[src/rtl/grf_scoreboard_mp_if.sv]
// Bus bundle for grf_scoreboard_mp: read ports, issue-side claim, write-back port and trace drain.
// Signal prefixes are from the register file's point of view (i_ = into it, o_ = out of it).
interface grf_scoreboard_mp_if #(
  parameter int DATA_W      = 32,
  parameter int ADDR_W      = 5,
  parameter int NRD         = 2,
  parameter int TRACE_DEPTH = 8
);
  localparam int CNT_W = $clog2(TRACE_DEPTH) + 1;

  logic [NRD*ADDR_W-1:0] i_rd_addr;
  logic [NRD*DATA_W-1:0] o_rd_data;
  logic [NRD-1:0]        o_rd_busy;
  logic                  i_claim_en;
  logic [ADDR_W-1:0]     i_claim_addr;
  logic                  i_wr_en;
  logic [ADDR_W-1:0]     i_wr_addr;
  logic [DATA_W-1:0]     i_wr_data;
  logic [31:0]           i_wr_pc;
  logic                  o_trace_valid;
  logic                  i_trace_ready;
  logic [31:0]           o_trace_pc;
  logic [ADDR_W-1:0]     o_trace_addr;
  logic [DATA_W-1:0]     o_trace_data;
  logic [CNT_W-1:0]      o_trace_count;
  logic                  o_trace_overflow;

  modport slave (
    input  i_rd_addr, i_claim_en, i_claim_addr, i_wr_en, i_wr_addr, i_wr_data, i_wr_pc,
           i_trace_ready,
    output o_rd_data, o_rd_busy, o_trace_valid, o_trace_pc, o_trace_addr, o_trace_data,
           o_trace_count, o_trace_overflow
  );

  modport master (
    output i_rd_addr, i_claim_en, i_claim_addr, i_wr_en, i_wr_addr, i_wr_data, i_wr_pc,
           i_trace_ready,
    input  o_rd_data, o_rd_busy, o_trace_valid, o_trace_pc, o_trace_addr, o_trace_data,
           o_trace_count, o_trace_overflow
  );
endinterface

[src/rtl/grf_scoreboard_mp.sv]
// General register file with NRD combinational read ports, one write port, optional
// write-to-read bypass, per-register busy bits and a trace FIFO logging every write.
module grf_scoreboard_mp #(
  parameter int DATA_W      = 32,
  parameter int ADDR_W      = 5,
  parameter int NRD         = 2,
  parameter int BYPASS      = 1,
  parameter int TRACE_DEPTH = 8
) (
  input logic               clk,
  input logic               reset,
  grf_scoreboard_mp_if.slave bus
);
  localparam int NREG  = 1 << ADDR_W;
  localparam int PTR_W = $clog2(TRACE_DEPTH);
  localparam int CNT_W = PTR_W + 1;

  logic [DATA_W-1:0] r_regs [NREG];
  logic [NREG-1:0]   r_busy;

  logic [31:0]       r_fifo_pc   [TRACE_DEPTH];
  logic [ADDR_W-1:0] r_fifo_addr [TRACE_DEPTH];
  logic [DATA_W-1:0] r_fifo_data [TRACE_DEPTH];
  logic [PTR_W-1:0]  r_wr_ptr;
  logic [PTR_W-1:0]  r_rd_ptr;
  logic [CNT_W-1:0]  r_count;
  logic              r_overflow;

  logic              w_eff_wr;
  logic              w_empty;
  logic              w_full;
  logic              w_pop;
  logic              w_push;
  logic [NRD*DATA_W-1:0] w_rd_data;
  logic [NRD-1:0]        w_rd_busy;

  assign w_eff_wr = bus.i_wr_en && (bus.i_wr_addr != '0);
  assign w_empty  = (r_count == '0);
  assign w_full   = (r_count == CNT_W'(TRACE_DEPTH));
  assign w_pop    = !w_empty && bus.i_trace_ready;
  // A full FIFO still accepts a record when the head leaves on the same edge.
  assign w_push   = w_eff_wr && (!w_full || w_pop);

  for (genvar k = 0; k < NRD; k++) begin : g_rd
    logic [ADDR_W-1:0] w_addr;
    logic              w_byp;
    assign w_addr = bus.i_rd_addr[k*ADDR_W +: ADDR_W];
    assign w_byp  = (BYPASS != 0) && w_eff_wr && (bus.i_wr_addr == w_addr);
    assign w_rd_data[k*DATA_W +: DATA_W] = (w_addr == '0) ? '0 :
                                           w_byp ? bus.i_wr_data : r_regs[w_addr];
    assign w_rd_busy[k] = (w_addr != '0) && !w_byp && r_busy[w_addr];
  end

  assign bus.o_rd_data = w_rd_data;
  assign bus.o_rd_busy = w_rd_busy;

  always_ff @(posedge clk) begin
    if (reset) begin
      for (int i = 0; i < NREG; i++) r_regs[i] <= '0;
    end else if (w_eff_wr) begin
      // NOTE: state uses non-blocking assignments so every reader sees pre-edge values.
      r_regs[bus.i_wr_addr] <= bus.i_wr_data;
    end
  end

  always_ff @(posedge clk) begin
    if (reset) begin
      r_busy <= '0;
    end else begin
      if (w_eff_wr) r_busy[bus.i_wr_addr] <= 1'b0;
      // Later assignment wins: a same-cycle claim marks the new producer pending.
      if (bus.i_claim_en && (bus.i_claim_addr != '0)) r_busy[bus.i_claim_addr] <= 1'b1;
    end
  end

  // NOTE: payload arrays are not reset; r_count alone decides which entries are valid.
  always_ff @(posedge clk) begin
    if (!reset && w_push) begin
      r_fifo_pc[r_wr_ptr]   <= bus.i_wr_pc;
      r_fifo_addr[r_wr_ptr] <= bus.i_wr_addr;
      r_fifo_data[r_wr_ptr] <= bus.i_wr_data;
    end
  end

  always_ff @(posedge clk) begin
    if (reset) begin
      r_wr_ptr   <= '0;
      r_rd_ptr   <= '0;
      r_count    <= '0;
      r_overflow <= 1'b0;
    end else begin
      if (w_push) r_wr_ptr <= r_wr_ptr + PTR_W'(1);
      if (w_pop)  r_rd_ptr <= r_rd_ptr + PTR_W'(1);
      if (w_push && !w_pop)      r_count <= r_count + CNT_W'(1);
      else if (!w_push && w_pop) r_count <= r_count - CNT_W'(1);
      if (w_eff_wr && !w_push)   r_overflow <= 1'b1;
    end
  end

  assign bus.o_trace_valid    = !w_empty;
  assign bus.o_trace_pc       = r_fifo_pc[r_rd_ptr];
  assign bus.o_trace_addr     = r_fifo_addr[r_rd_ptr];
  assign bus.o_trace_data     = r_fifo_data[r_rd_ptr];
  assign bus.o_trace_count    = r_count;
  assign bus.o_trace_overflow = r_overflow;
endmodule

[src/flat_wrapper.sv]
// flat-port wrapper written by rule: the top's interface ports become plain ports
module grf_scoreboard_mp_flat 
#(
  parameter int DATA_W      = 32,
  parameter int ADDR_W      = 5,
  parameter int NRD         = 2,
  parameter int BYPASS      = 1,
  parameter int TRACE_DEPTH = 8
)
  (clk, reset, bus_i_rd_addr, bus_i_claim_en, bus_i_claim_addr, bus_i_wr_en, bus_i_wr_addr, bus_i_wr_data, bus_i_wr_pc, bus_i_trace_ready, bus_o_rd_data, bus_o_rd_busy, bus_o_trace_valid, bus_o_trace_pc, bus_o_trace_addr, bus_o_trace_data, bus_o_trace_count, bus_o_trace_overflow);
  grf_scoreboard_mp_if #(.DATA_W(DATA_W), .ADDR_W(ADDR_W), .NRD(NRD), .TRACE_DEPTH(TRACE_DEPTH)) bus_i ();
  input logic clk;
  input logic reset;
  input wire logic [$bits(bus_i.i_rd_addr)-1:0] bus_i_rd_addr;
  input wire logic [$bits(bus_i.i_claim_en)-1:0] bus_i_claim_en;
  input wire logic [$bits(bus_i.i_claim_addr)-1:0] bus_i_claim_addr;
  input wire logic [$bits(bus_i.i_wr_en)-1:0] bus_i_wr_en;
  input wire logic [$bits(bus_i.i_wr_addr)-1:0] bus_i_wr_addr;
  input wire logic [$bits(bus_i.i_wr_data)-1:0] bus_i_wr_data;
  input wire logic [$bits(bus_i.i_wr_pc)-1:0] bus_i_wr_pc;
  input wire logic [$bits(bus_i.i_trace_ready)-1:0] bus_i_trace_ready;
  output wire logic [$bits(bus_i.o_rd_data)-1:0] bus_o_rd_data;
  output wire logic [$bits(bus_i.o_rd_busy)-1:0] bus_o_rd_busy;
  output wire logic [$bits(bus_i.o_trace_valid)-1:0] bus_o_trace_valid;
  output wire logic [$bits(bus_i.o_trace_pc)-1:0] bus_o_trace_pc;
  output wire logic [$bits(bus_i.o_trace_addr)-1:0] bus_o_trace_addr;
  output wire logic [$bits(bus_i.o_trace_data)-1:0] bus_o_trace_data;
  output wire logic [$bits(bus_i.o_trace_count)-1:0] bus_o_trace_count;
  output wire logic [$bits(bus_i.o_trace_overflow)-1:0] bus_o_trace_overflow;
  assign bus_i.i_rd_addr = bus_i_rd_addr;
  assign bus_i.i_claim_en = bus_i_claim_en;
  assign bus_i.i_claim_addr = bus_i_claim_addr;
  assign bus_i.i_wr_en = bus_i_wr_en;
  assign bus_i.i_wr_addr = bus_i_wr_addr;
  assign bus_i.i_wr_data = bus_i_wr_data;
  assign bus_i.i_wr_pc = bus_i_wr_pc;
  assign bus_i.i_trace_ready = bus_i_trace_ready;
  assign bus_o_rd_data = bus_i.o_rd_data;
  assign bus_o_rd_busy = bus_i.o_rd_busy;
  assign bus_o_trace_valid = bus_i.o_trace_valid;
  assign bus_o_trace_pc = bus_i.o_trace_pc;
  assign bus_o_trace_addr = bus_i.o_trace_addr;
  assign bus_o_trace_data = bus_i.o_trace_data;
  assign bus_o_trace_count = bus_i.o_trace_count;
  assign bus_o_trace_overflow = bus_i.o_trace_overflow;
  grf_scoreboard_mp #(.DATA_W(DATA_W), .ADDR_W(ADDR_W), .NRD(NRD), .BYPASS(BYPASS), .TRACE_DEPTH(TRACE_DEPTH)) u_core (.clk(clk), .reset(reset), .bus(bus_i));
endmodule
[config.mk]
export PLATFORM = sky130hd
export DESIGN_NAME = grf_scoreboard_mp_flat
export DESIGN_NICKNAME = d
export VERILOG_FILES = /design/src/rtl/grf_scoreboard_mp_if.sv /design/src/rtl/grf_scoreboard_mp.sv /design/src/flat_wrapper.sv
export SDC_FILE = /design/constraint.sdc
export NUM_CORES = 2
export LEC_CHECK = 0
export CAP_MARGIN = 25
export CORE_AREA = 2 2 422 424
export CTS_BUF_LIST = sky130_fd_sc_hd__clkbuf_16
export CTS_CLUSTER_SIZE = 10
export DETAILED_ROUTE_END_ITERATION = 10
export DIE_AREA = 0 0 424 426
export DONT_BUFFER_PORTS = 1
export PLACE_DENSITY_LB_ADDON = 0.15
export SETUP_SLACK_MARGIN = 0.5
export SYNTH_ARGS = -nofsm -noshare
export SYNTH_HDL_FRONTEND = slang
export SYNTH_SLANG_ARGS = --single-unit
export TNS_END_PERCENT = 100
[constraint.sdc]
create_clock -name clk -period 14.2 [get_ports clk]
set_input_delay 2.84 -clock clk [delete_from_list [all_inputs] [get_ports clk]]
set_output_delay 2.84 -clock clk [all_outputs]
set_load 0.02 [all_outputs]
==> impl_metrics.py <==
metrics = {
    "detailed_routing": {
        "antenna_left": 0,
        "dr.first_iter.drc_count": 6015,
        "drt_wl_total_um": 266000,
        "vias_per_cell": 6.41,
        "wl_per_cell_um": 36.4,
        "vias": 46700,
        "drt-pass1-iter-count": 8,
        "drcViolationCount": 0,
    },
    "layout": {
        "drive_above_1_share_pct": 21.4,
        "ff_latch_area_mm2": 0.0483,
        "post-route-util_pct": 49.2,
        "n_fill_cell": 14700,
        "multi_input_area_mm2": 0.0289,
        "instances_no_fill": 7294,
        "mostFrequentLayoutCell": "edfxtp_1",
        "postLayoutCellArea_mm2": 0.0864,
        "area_growth_pct": 9.83,
        "nNetsFinal": 4958,
        "final_cell_mix": "edfxtp_1, and2_1, mux4_2, mux2i_1, clkbuf_16",
    },
    "timing": {
        "slew_headroom_pct": -56.6,
        "rsz0062_at_grt": "no",
        "fin_crit_sh_pct": 67.6,
        "worstMarginPinSlew_ns": 2.35,
        "slew_violations": 221,
        "min_period_ns": 9.60,
        "setup_tns_ns": 0,
        "finalHoldViolations": 0,
        "max_freq_mhz": 104,
        "setup_viol": 0,
        "clock_skew_ns": 0.0309,
    },
    "synthesis": {
        "ys_seq_elements": 1622,
        "synth-edff-count": 1576,
        "synth_top_area_share_pct": 60.1,
        "ys_async_sr_fraction_pct": 0,
        "ys.flop_type": "edfxtp_1",
        "synth.largest_area_cell": "edfxtp_1",
        "syn_area_per_cell_um2": 15.7,
        "syn_area_mm2": 0.0787,
        "yosysUniqueCellTypes": 61,
        "yosysWarnings": 0,
        "synth_cells": 5003,
        "synthTopCellsByArea": "edfxtp_1, mux4_2, and2_1",
        "ys_seq_area_share_pct": 61.3,
    },
    "grt": {
        "antenna_found_initial": 23,
        "overflow": 0,
        "grt_pass1_wl_um": 369000,
        "grt_start_max_net_pins": 334,
        "track_usage_pct": 29.3,
        "grt_pass1_vias": 46500,
    },
    "status": {
        "failed_checks": "max-slew violations",
        "status": "finished, violations left",
    },
    "critical_path": {
        "worst-path-max-fanout": 328,
        "critPathKind": "in2out",
        "slowest_delay_ns": 0.91,
        "setup.worst_path.start": "bus_i_rd_addr[0]",
        "timing.rr.end": "u_core.r_fifo_pc[3][12]",
        "cp_cell_sequence": "xor2_1, nor4_1, nand2_1, o21ai_4, buf_4, a21oi_1, a211o_1",
        "end_kind": "primary output",
        "r2r_start": "u_core.bus.o_trace_count[0]",
        "startpoint_type": "input pin",
        "arrival_ns": 6.76,
        "worst_path_max_delay_cell": "o21ai_4",
        "required_ns": 11.36,
        "reg2reg_slack_ns": 10.49,
        "r2r_cells": 6,
        "crit_end": "bus_o_rd_data[5]",
    },
    "place": {
        "placed_area_mm2": 0.0811,
        "place_congestion": 0.850,
        "port_buffers": 0,
        "hpwl_um": 145000,
        "place_inst": 7015,
    },
    "hold_path": {
        "worstHoldPathCells": 2,
        "hp-class": "reg2reg",
    },
    "power_and_ir_drop": {
        "power.density_mw_per_mm2": 134,
        "leakagePower_nw": 28.9,
        "total_power_w": 0.0116,
        "peakVddDrop_uv": 146,
    },
    "clocking": {
        "cts_resized": 0,
        "root_buffer": "clkbuf_16",
        "clk_pin_slew_worst_paths_ns": 0.06,
        "holdBufCountCts": 0,
        "htreeDepth": 4,
        "cts_made_buffers": 186,
        "cts_buffer_depth": 3,
        "cts_num_sinks": 1622,
        "clk_latency_ns": 0.85,
        "cts_tree": "yes",
        "postCtsSetupBuffers": 0,
    },
    "floorplanning": {
        "die_y_um": 426,
        "die-area_mm2": 0.181,
        "io_pins": 230,
        "rows": 154,
        "die_w_um": 424,
        "core_region_area_mm2": 0.176,
        "initial_core_util_pct": 44.8,
    },
    "job": {
        "maxCapViolCount": 0,
    },
}
[routing by layer]
metal  wire, um  vias to the layer above  track usage [%]  part of all wire (%)
li1           -                    19100                -                     -
met3      26300                      569             6.56                   9.9
met1     100000                    24400             38.0                    38
met5         10                        -                0                0.0038
met2     124000                     2645             46.3                    47
met4      15400                        2             15.2                   5.8
[logic make-up (layout without fill, tap and decap cells)]
logic type               count (synthesis)  count (layout)  synth area share, %
buffers and inverters                  508             423                 2.97
AO/OA/AOI/OAI                          508             508                 4.42
multiplexers                           929             929                 20.7
adder cells (fa/ha/maj)                  6               6                0.105
other                                    1              37              0.00476
AND/OR/NAND/NOR                       1412            1412                 10.3
flip-flops                            1622            1622                 61.3
XOR/XNOR                                17              17                0.189
[report_power, final]
part / total, W / switching [W] / internal, W
Clock: 0.00434 / 0.00195 / 0.00239
Combinational: 0.00162 / 0.000900 / 0.000721
Sequential: 0.00563 / 0.000149 / 0.00548
Total: 0.0116 / 0.00300 / 0.00859
[worst max-delay path, delay by kind of cell]
kind / cells / cell delay, ns
AOI/OAI and AO/OA: 3 / 1.65
xor gates and xnor gates: 1 / 0.49
buffers and inverters: 1 / 0.46
and+or+nand+nor: 2 / 0.56
[state kept, by name, summed over array words and instances (netlist names), named ones only]
name / cells
u_core.bus.o_trace_count: 4
u_core.bus.o_trace_overflow: 1
u_core.r_busy: 32
u_core.r_fifo_addr: 40
u_core.r_fifo_data: 256
u_core.r_fifo_pc: 256
u_core.r_rd_ptr: 3
u_core.r_regs: 1024
u_core.r_wr_ptr: 3
[area by class of cell]
class,count,share of cell area [%]
antenna,5,0.0145
clock inverter,86,0.692
inverter,38,0.166
multi-input combinational,2904,33.4
tap,2340,3.39
sequential,1622,55.8
clock buffer,188,5.44
timing repair buffer,111,1.03
[synthesized netlist by cell type, types with 26 or more instances]
cell type / instances
nor2_1: 97
mux4_2: 547
a221oi_1: 61
o21ai_0: 108
mux2i_1: 283
clkbuf_1: 301
buf_2: 73
a211oi_1: 26
a22oi_1: 54
a21oi_1: 87
inv_1: 37
dfxtp_1: 46
nand3_1: 40
nand2_1: 164
edfxtp_1: 1576
and2_1: 997
mux2_2: 98
buf_4: 37
[per-stage QoR]
stage / setup WS [ns] / hold slack, ns
2_1_floorplan: 4.94 / 0.451
3_3_place_gp: 5.48 / 0.458
3_5_place_dp: 5.43 / 0.471
4_1_cts: 5.42 / 0.481
5_1_grt: 4.79 / 0.498
6_report: 4.60 / 0.485
[worst min path at each step]
stage | startpoint | to | slack (ns)
4_1_cts | u_core.r_rd_ptr[1] | flop | 0.48
2_1_floorplan | u_core.r_busy[0] | u_core.r_busy[0] | 0.45
3_5_place_dp | u_core.r_rd_ptr[1] | flop | 0.47
3_3_place_gp | u_core.r_rd_ptr[1] | flop | 0.46
6_report | u_core.r_busy[5] | u_core.r_busy[5] | 0.48
5_1_grt | u_core.r_busy[9] | u_core.r_busy[9] | 0.50
(Power assumes the default switching activity.)
